**config.mk**
```make
export PLATFORM = sky130hd
export DESIGN_NAME = instr_mem_loader
export DESIGN_NICKNAME = d
export VERILOG_FILES = /design/src/rtl/instr_mem_loader.sv
export SDC_FILE = /design/constraint.sdc
export NUM_CORES = 1
export LEC_CHECK = 0
export ABC_AREA = 1
export CAP_MARGIN = 20
export CORE_UTILIZATION = 25
export CTS_CLUSTER_DIAMETER = 40
export DETAILED_ROUTE_END_ITERATION = 12
export SKIP_LAST_GASP = 1
export SYNTH_ARGS = -nofsm -noshare
export SYNTH_HDL_FRONTEND = slang
export SYNTH_SLANG_ARGS = --single-unit
```
**constraint.sdc**
```tcl
create_clock -name i_clk -period 2.9 [get_ports i_clk]
set_input_delay 0.435 -clock i_clk [delete_from_list [all_inputs] [get_ports i_clk]]
set_output_delay 0.435 -clock i_clk [all_outputs]
set_load 0.01 [all_outputs]
```
**src/rtl/instr_mem_loader.sv**
```systemverilog
// Instruction-memory loader: packs a byte stream (MSB first) into 32-bit words,
// writes them to word addresses 0..len-1 and holds the CPU for the whole load.
module instr_mem_loader #(
   parameter int unsigned ADDR_W = 32,
   parameter int unsigned DEPTH  = 32
) (
   input  logic              i_clk,
   input  logic              i_rst_n,
   input  logic              i_start,
   input  logic [ADDR_W-1:0] i_len,
   input  logic              i_byte_valid,
   input  logic [7:0]        i_byte,
   output logic              o_byte_ready,
   output logic              o_wr_en,
   output logic [ADDR_W-1:0] o_wr_addr,
   output logic [31:0]       o_wr_data,
   output logic              o_cpu_hold,
   output logic              o_busy,
   output logic              o_done,
   output logic              o_err
);

   localparam int unsigned WORD_W = 32;
   localparam int unsigned BYTE_W = 8;
   localparam int unsigned BCNT_W = 2;

   typedef enum logic [1:0] {
      IDLE  = 2'd0,
      RECV  = 2'd1,
      WRITE = 2'd2,
      DONE  = 2'd3
   } state_e;

   state_e              state_q, state_d;
   logic [BCNT_W-1:0]   byte_cnt_q, byte_cnt_d;
   logic [ADDR_W-1:0]   word_cnt_q, word_cnt_d;
   logic [ADDR_W-1:0]   len_q, len_d;
   logic [WORD_W-1:0]   word_q, word_d;
   logic                err_q, err_d;

   logic                ready_q, ready_d;
   logic                wr_en_q, wr_en_d;
   logic [ADDR_W-1:0]   wr_addr_q, wr_addr_d;
   logic [WORD_W-1:0]   wr_data_q, wr_data_d;
   logic                hold_q, hold_d;
   logic                busy_q, busy_d;
   logic                done_q, done_d;

   logic                len_ok_c;
   logic                accept_c;
   logic [ADDR_W-1:0]   word_cnt_inc_c;

   assign len_ok_c       = (i_len != '0) && (i_len <= ADDR_W'(DEPTH));
   assign accept_c       = (state_q == RECV) && i_byte_valid;
   assign word_cnt_inc_c = word_cnt_q + ADDR_W'(1);

   // State and datapath registers
   always_ff @(posedge i_clk or negedge i_rst_n) begin
      if (!i_rst_n) begin
         state_q    <= IDLE;
         byte_cnt_q <= '0;
         word_cnt_q <= '0;
         len_q      <= '0;
         word_q     <= '0;
         err_q      <= 1'b0;
      end else begin
         state_q    <= state_d;
         byte_cnt_q <= byte_cnt_d;
         word_cnt_q <= word_cnt_d;
         len_q      <= len_d;
         word_q     <= word_d;
         err_q      <= err_d;
      end
   end

   // Next-state, counter and packing logic
   always_comb begin
      state_d    = state_q;
      byte_cnt_d = byte_cnt_q;
      word_cnt_d = word_cnt_q;
      len_d      = len_q;
      word_d     = word_q;
      err_d      = err_q;

      unique case (state_q)
         IDLE: begin
            if (i_start) begin
               if (len_ok_c) begin
                  len_d      = i_len;
                  byte_cnt_d = '0;
                  word_cnt_d = '0;
                  word_d     = '0;
                  err_d      = 1'b0;
                  state_d    = RECV;
               end else begin
                  err_d      = 1'b1;
               end
            end
         end
         RECV: begin
            if (accept_c) begin
               word_d = {word_q[WORD_W-BYTE_W-1:0], i_byte};
               if (byte_cnt_q == BCNT_W'(3)) begin
                  byte_cnt_d = '0;
                  state_d    = WRITE;
               end else begin
                  byte_cnt_d = byte_cnt_q + BCNT_W'(1);
               end
            end
         end
         WRITE: begin
            word_cnt_d = word_cnt_inc_c;
            state_d    = (word_cnt_inc_c == len_q) ? DONE : RECV;
         end
         DONE: begin
            state_d = IDLE;
         end
         default: begin
            state_d = IDLE;
         end
      endcase
   end

   // Outputs are registered copies of what the next state decodes to,
   // so each appears in the same cycle the state itself is entered.
   always_comb begin
      ready_d   = (state_d == RECV);
      wr_en_d   = (state_d == WRITE);
      wr_addr_d = (state_d == WRITE) ? word_cnt_q : '0;
      wr_data_d = (state_d == WRITE) ? word_d : '0;
      hold_d    = (state_d != IDLE);
      busy_d    = (state_d != IDLE);
      done_d    = (state_d == DONE);
   end

   always_ff @(posedge i_clk or negedge i_rst_n) begin
      if (!i_rst_n) begin
         ready_q   <= 1'b0;
         wr_en_q   <= 1'b0;
         wr_addr_q <= '0;
         wr_data_q <= '0;
         hold_q    <= 1'b0;
         busy_q    <= 1'b0;
         done_q    <= 1'b0;
      end else begin
         ready_q   <= ready_d;
         wr_en_q   <= wr_en_d;
         wr_addr_q <= wr_addr_d;
         wr_data_q <= wr_data_d;
         hold_q    <= hold_d;
         busy_q    <= busy_d;
         done_q    <= done_d;
      end
   end

   assign o_byte_ready = ready_q;
   assign o_wr_en      = wr_en_q;
   assign o_wr_addr    = wr_addr_q;
   assign o_wr_data    = wr_data_q;
   assign o_cpu_hold   = hold_q;
   assign o_busy       = busy_q;
   assign o_done       = done_q;
   assign o_err        = err_q;

endmodule

```
==> key figures <==
Status
  – Outcome: complete, no violations

STA
  – Slew margin rel.: 50.5%
  – Tightest Pin Transition: 0.738 ns
  – Post-layout minimum cycle time: 2.33 ns
  – Final period utilization: 80.2%
  – Hold_ws: 0.470 ns
  – Fmax: 430 MHz
  – Final Hold Fails: 0
  – Unrepaired setup endpoints after global routing: no
  – Setup_tns: 0 ns
  – Final Slew Violations: 0
  – Final WS setup: 0.574 ns
  – Layout Skew: 0.0127 ns
  – Final setup fails: 0

Floorplanning
  – Site Rows: 63
  – I/O Pins: 114
  – Vert. Die Dim: 176 µm
  – DIE AREA: 31100 µm²
  – Starting density of the core: 25.5%
  – Core Region: 29800 µm²
  – Die Wd: 176 µm

CTS
  – Clock Sinks: 169
  – CTS max path bufs: 2
  – CTS root buffer: clkbuf_16
  – Worst-path clk slew: 0.08 ns
  – Clock buffer count from CTS: 17
  – CTS tree: yes
  – Clock Latency Late Sink: 0.44 ns
  – H-tree Lvls: 4

Pwr
  – Sw power: 1.23 mW
  – Internal Dissipation: 3.62 mW
  – Switching Share: 25.4%
  – Comb power frac: 2.5%
  – Pwr Density: 489 nW/µm²
  – P_leak: 5.48 nW
  – Sequential power share: 48.6%
  – Clock power frac: 48.9%
  – Maximum vdd drop: 0.297 mV

Setup path
  – CP max stage delay: 0.43 ns
  – Worst-path cell chain: ha_1 > nand2_2 > nor2_4 > nand3_1 > o21ai_1 > nand2_1 > nand2_1 > nand2_1 > nor2_1 > nand2_1 > nor2_2 > nand3_2 > nand2_2 > nor2_1
  – Critical path class: reg -> reg
  – Crit-path slowest cell: dfrtp_1
  – CP dominant cell by count: nand2_1
  – Critical path's top delay family: simple AND/OR/NAND/NOR gates
  – Buffers & Inverters on Critical Path: 0
  – Worst setup SP type: register
  – CP arrival: 2.66 ns
  – CP required: 3.23 ns
  – Setup crit end kind: register
  – Crit path max fanout: 5

Detailed routing
  – Vias per cell: 4.34
  – 1st-iter DRT viols: 377
  – Via count: 6280
  – # DRC: 0
  – Routed wire length: 19.6 mm
  – DRT antenna net count: 0
  – Drt pass-1 iters: 5
  – Routed length on met1: 8.65 mm
  – Met3 WL: 1.73 mm
  – Routed WL per cell: 13.5 µm
  – Wire length on met2: 9.05 mm
  – DR top layer: met4

Worst hold path
  – Tightest Hold Check Type: reg -> reg

Logic synthesis
  – Adder-Cell Fraction of Synth Area: 0.329%
  – Syn nets: 969
  – Synth Instances: 923
  – Avg Inst Size Synth: 8.24 µm²
  – Main combinational cell family by area after synthesis: simple AND/OR/NAND/NOR gates
  – XOR/XNOR Fraction of Synth Area: 0.938%
  – Seq/Total Area, Yosys: 55.6%
  – Simple-Gate Fraction of Synth Area: 30.8%
  – Mapped Area: 7600 µm²
  – Synth Area in Compound Gates: 5.20%
  – Unique cell type count in the Yosys netlist: 34
  – Post-synthesis mux area share: 0.592%
  – Syn. warnings: 0
  – Synth Register Bits: 169

Final layout
  – Total Nets Final: 1090
  – Fill cells: 3110
  – Finished Cell Area: 9910 µm²
  – Post-route core utilization: 33.2%
  – Share of cells above drive strength 1: 7.19%
  – Area grow syn2layout: 30.3%
  – ANT cells: 0

Job
  – Max-cap violation count: 0

Global route
  – Global-route wire length before repair: 31.9 mm
  – Initial antenna violation count: 0
  – GRT overflow: 0
  – Vias in the first global route: 6072
  – Total track usage: 13.2%
  – Largest net degree at the start of global routing: 66

Place
  – Routability cong.: 0.836
  – Buffers on Ports: 113
  – Pre-CTS WS: 0.250 ns
  – Placed cell areas: 9260 µm²
  – DP HPWL: 14.1 mm
[cell families (layout without fill, tap and decap cells)]
| kind of cell | Yosys count | after routing |
|---|---|---|
| buffers and inverters | 129 | 263 |
| flip-flops | 169 | 169 |
| XOR/XNOR | 5 | 5 |
| AO/OA/AOI/OAI | 75 | 75 |
| multiplexers | 4 | 4 |
| adder cells (fa/ha/maj) | 2 | 2 |
| AND/OR/NAND/NOR | 539 | 539 |
[synthesized netlist by cell type]
cell	count	area, µm²
ha_1	2	25.0
buf_2	5	25.0
nor2_4	7	78.8
nand3_1	81	405
and2_1	1	6.26
o21ai_0	24	120
nand4_1	4	25.0
or2_2	1	6.26
inv_1	103	387
nor2_1	106	398
mux2_2	4	45.0
nor3_1	2	10.0
nand3b_1	9	67.6
nor2_8	3	60.1
a21o_1	1	7.51
clkinv_1	1	3.75
nand2_4	2	22.5
nor4_1	1	6.26
xnor3_1	2	45.0
o21ai_1	2	10.0
nand2_2	7	43.8
inv_2	2	7.51
a21oi_1	34	170
xor2_1	3	26.3
nand2_8	1	20.0
nor2_2	3	18.8
or2_1	1	6.26
buf_1	5	18.8
buf_4	1	7.51
clkbuf_1	12	45.0
o22ai_1	14	87.6
dfrtp_1	169	4230
nand3_2	1	10.0
nand2_1	309	1160
[power by group through the flow]
stage	Combinational, mW	Clock, mW	Sequential (mW)
finish	0.124	2.37	2.35
global route	0.141	2.52	2.35
CTS	0.129	2.44	2.35
detailed placement	0.128	0	2.40
global placement	0.126	0	2.40
floorplan	0.00730	0	2.40
[state kept, by name, summed over array words and instances (netlist names)]
signal        count
o_wr_data        32
o_wr_en           1
o_byte_ready      1
byte_cnt_q        2
word_cnt_q       32
word_q           32
o_done            1
state_q           2
o_err             1
o_wr_addr        32
o_busy            1
len_q            32
[layout by cell type (no fill, tap or decap), drive strengths merged]
cell / count
o21ai: 26
clkbuf: 17
inv: 113
nand4: 4
dlygate4sd3: 1
dfrtp: 169
a21oi: 34
clkinv: 8
xnor3: 2
xor2: 3
buf: 12
clkdlybuf4s50: 112
nand3: 82
ha: 2
or2: 2
nand2: 319
a21o: 1
nand3b: 9
o22ai: 14
nor3: 2
mux2: 4
nor4: 1
and2: 1
nor2: 119
[repair_timing]
action | 4_1_cts | 5_1_grt
resized for setup | 0 | 0
hold buffers | 1 | 0
setup buffers | 0 | 0
endpoints found under the hold margin | 13 | 0
[layout make-up]
class / instances / area, µm² / area share (%)
clock inverter: 15 / 209 / 2.11
tap: 390 / 488 / 4.93
clock buffer: 17 / 425 / 4.29
inverter: 106 / 398 / 4.02
multi-input combinational: 625 / 2880 / 29.1
timing repair buffer: 125 / 1270 / 12.9
sequential: 169 / 4230 / 42.7
[per-stage QoR]
stage                     std cells  total power, mW
final                          1447             4.85
after global routing           1447             5.02
after CTS                      1447             4.92
after detailed placement       1414             2.53
after global placement         1414             2.53
after floorplan                 923             2.41
[per-layer routing]
| layer | track usage, % | vias to the layer above |
|---|---|---|
| met1 | 16.8 | 2951 |
| met2 | 21.0 | 175 |
| met3 | 5.21 | 17 |
| li1 | - | 3137 |
| met5 | 0 | - |
| met4 | 3.27 | 0 |
[tightest hold or removal path, delay by kind of cell, from the launching register on]
| family | cells | cell delay [ns] |
|---|---|---|
| simple gates | 2 | 0.11 |
| flops | 1 | 0.33 |
[path summary, 6_finish.rpt]
check	from	endpoint	slack, ns	cells after the start
setup / recovery	word_cnt_q[0]$_DFFE_PN0P_	o_byte_ready$_DFF_PN0_	0.57	14
max in group asynchronous	i_rst_n	o_wr_addr[29]$_DFF_PN0_	1.65	3
hold reg to reg	word_q[31]$_DFF_PN0_	word_q[31]$_DFF_PN0_	0.47	2
setup reg to reg	word_cnt_q[0]$_DFFE_PN0P_	o_byte_ready$_DFF_PN0_	0.57	14
min in group asynchronous	i_rst_n	o_wr_data[31]$_DFF_PN0_	0.55	2
hold / removal	word_q[31]$_DFF_PN0_	word_q[31]$_DFF_PN0_	0.47	2
(Power assumes the default switching activity.)
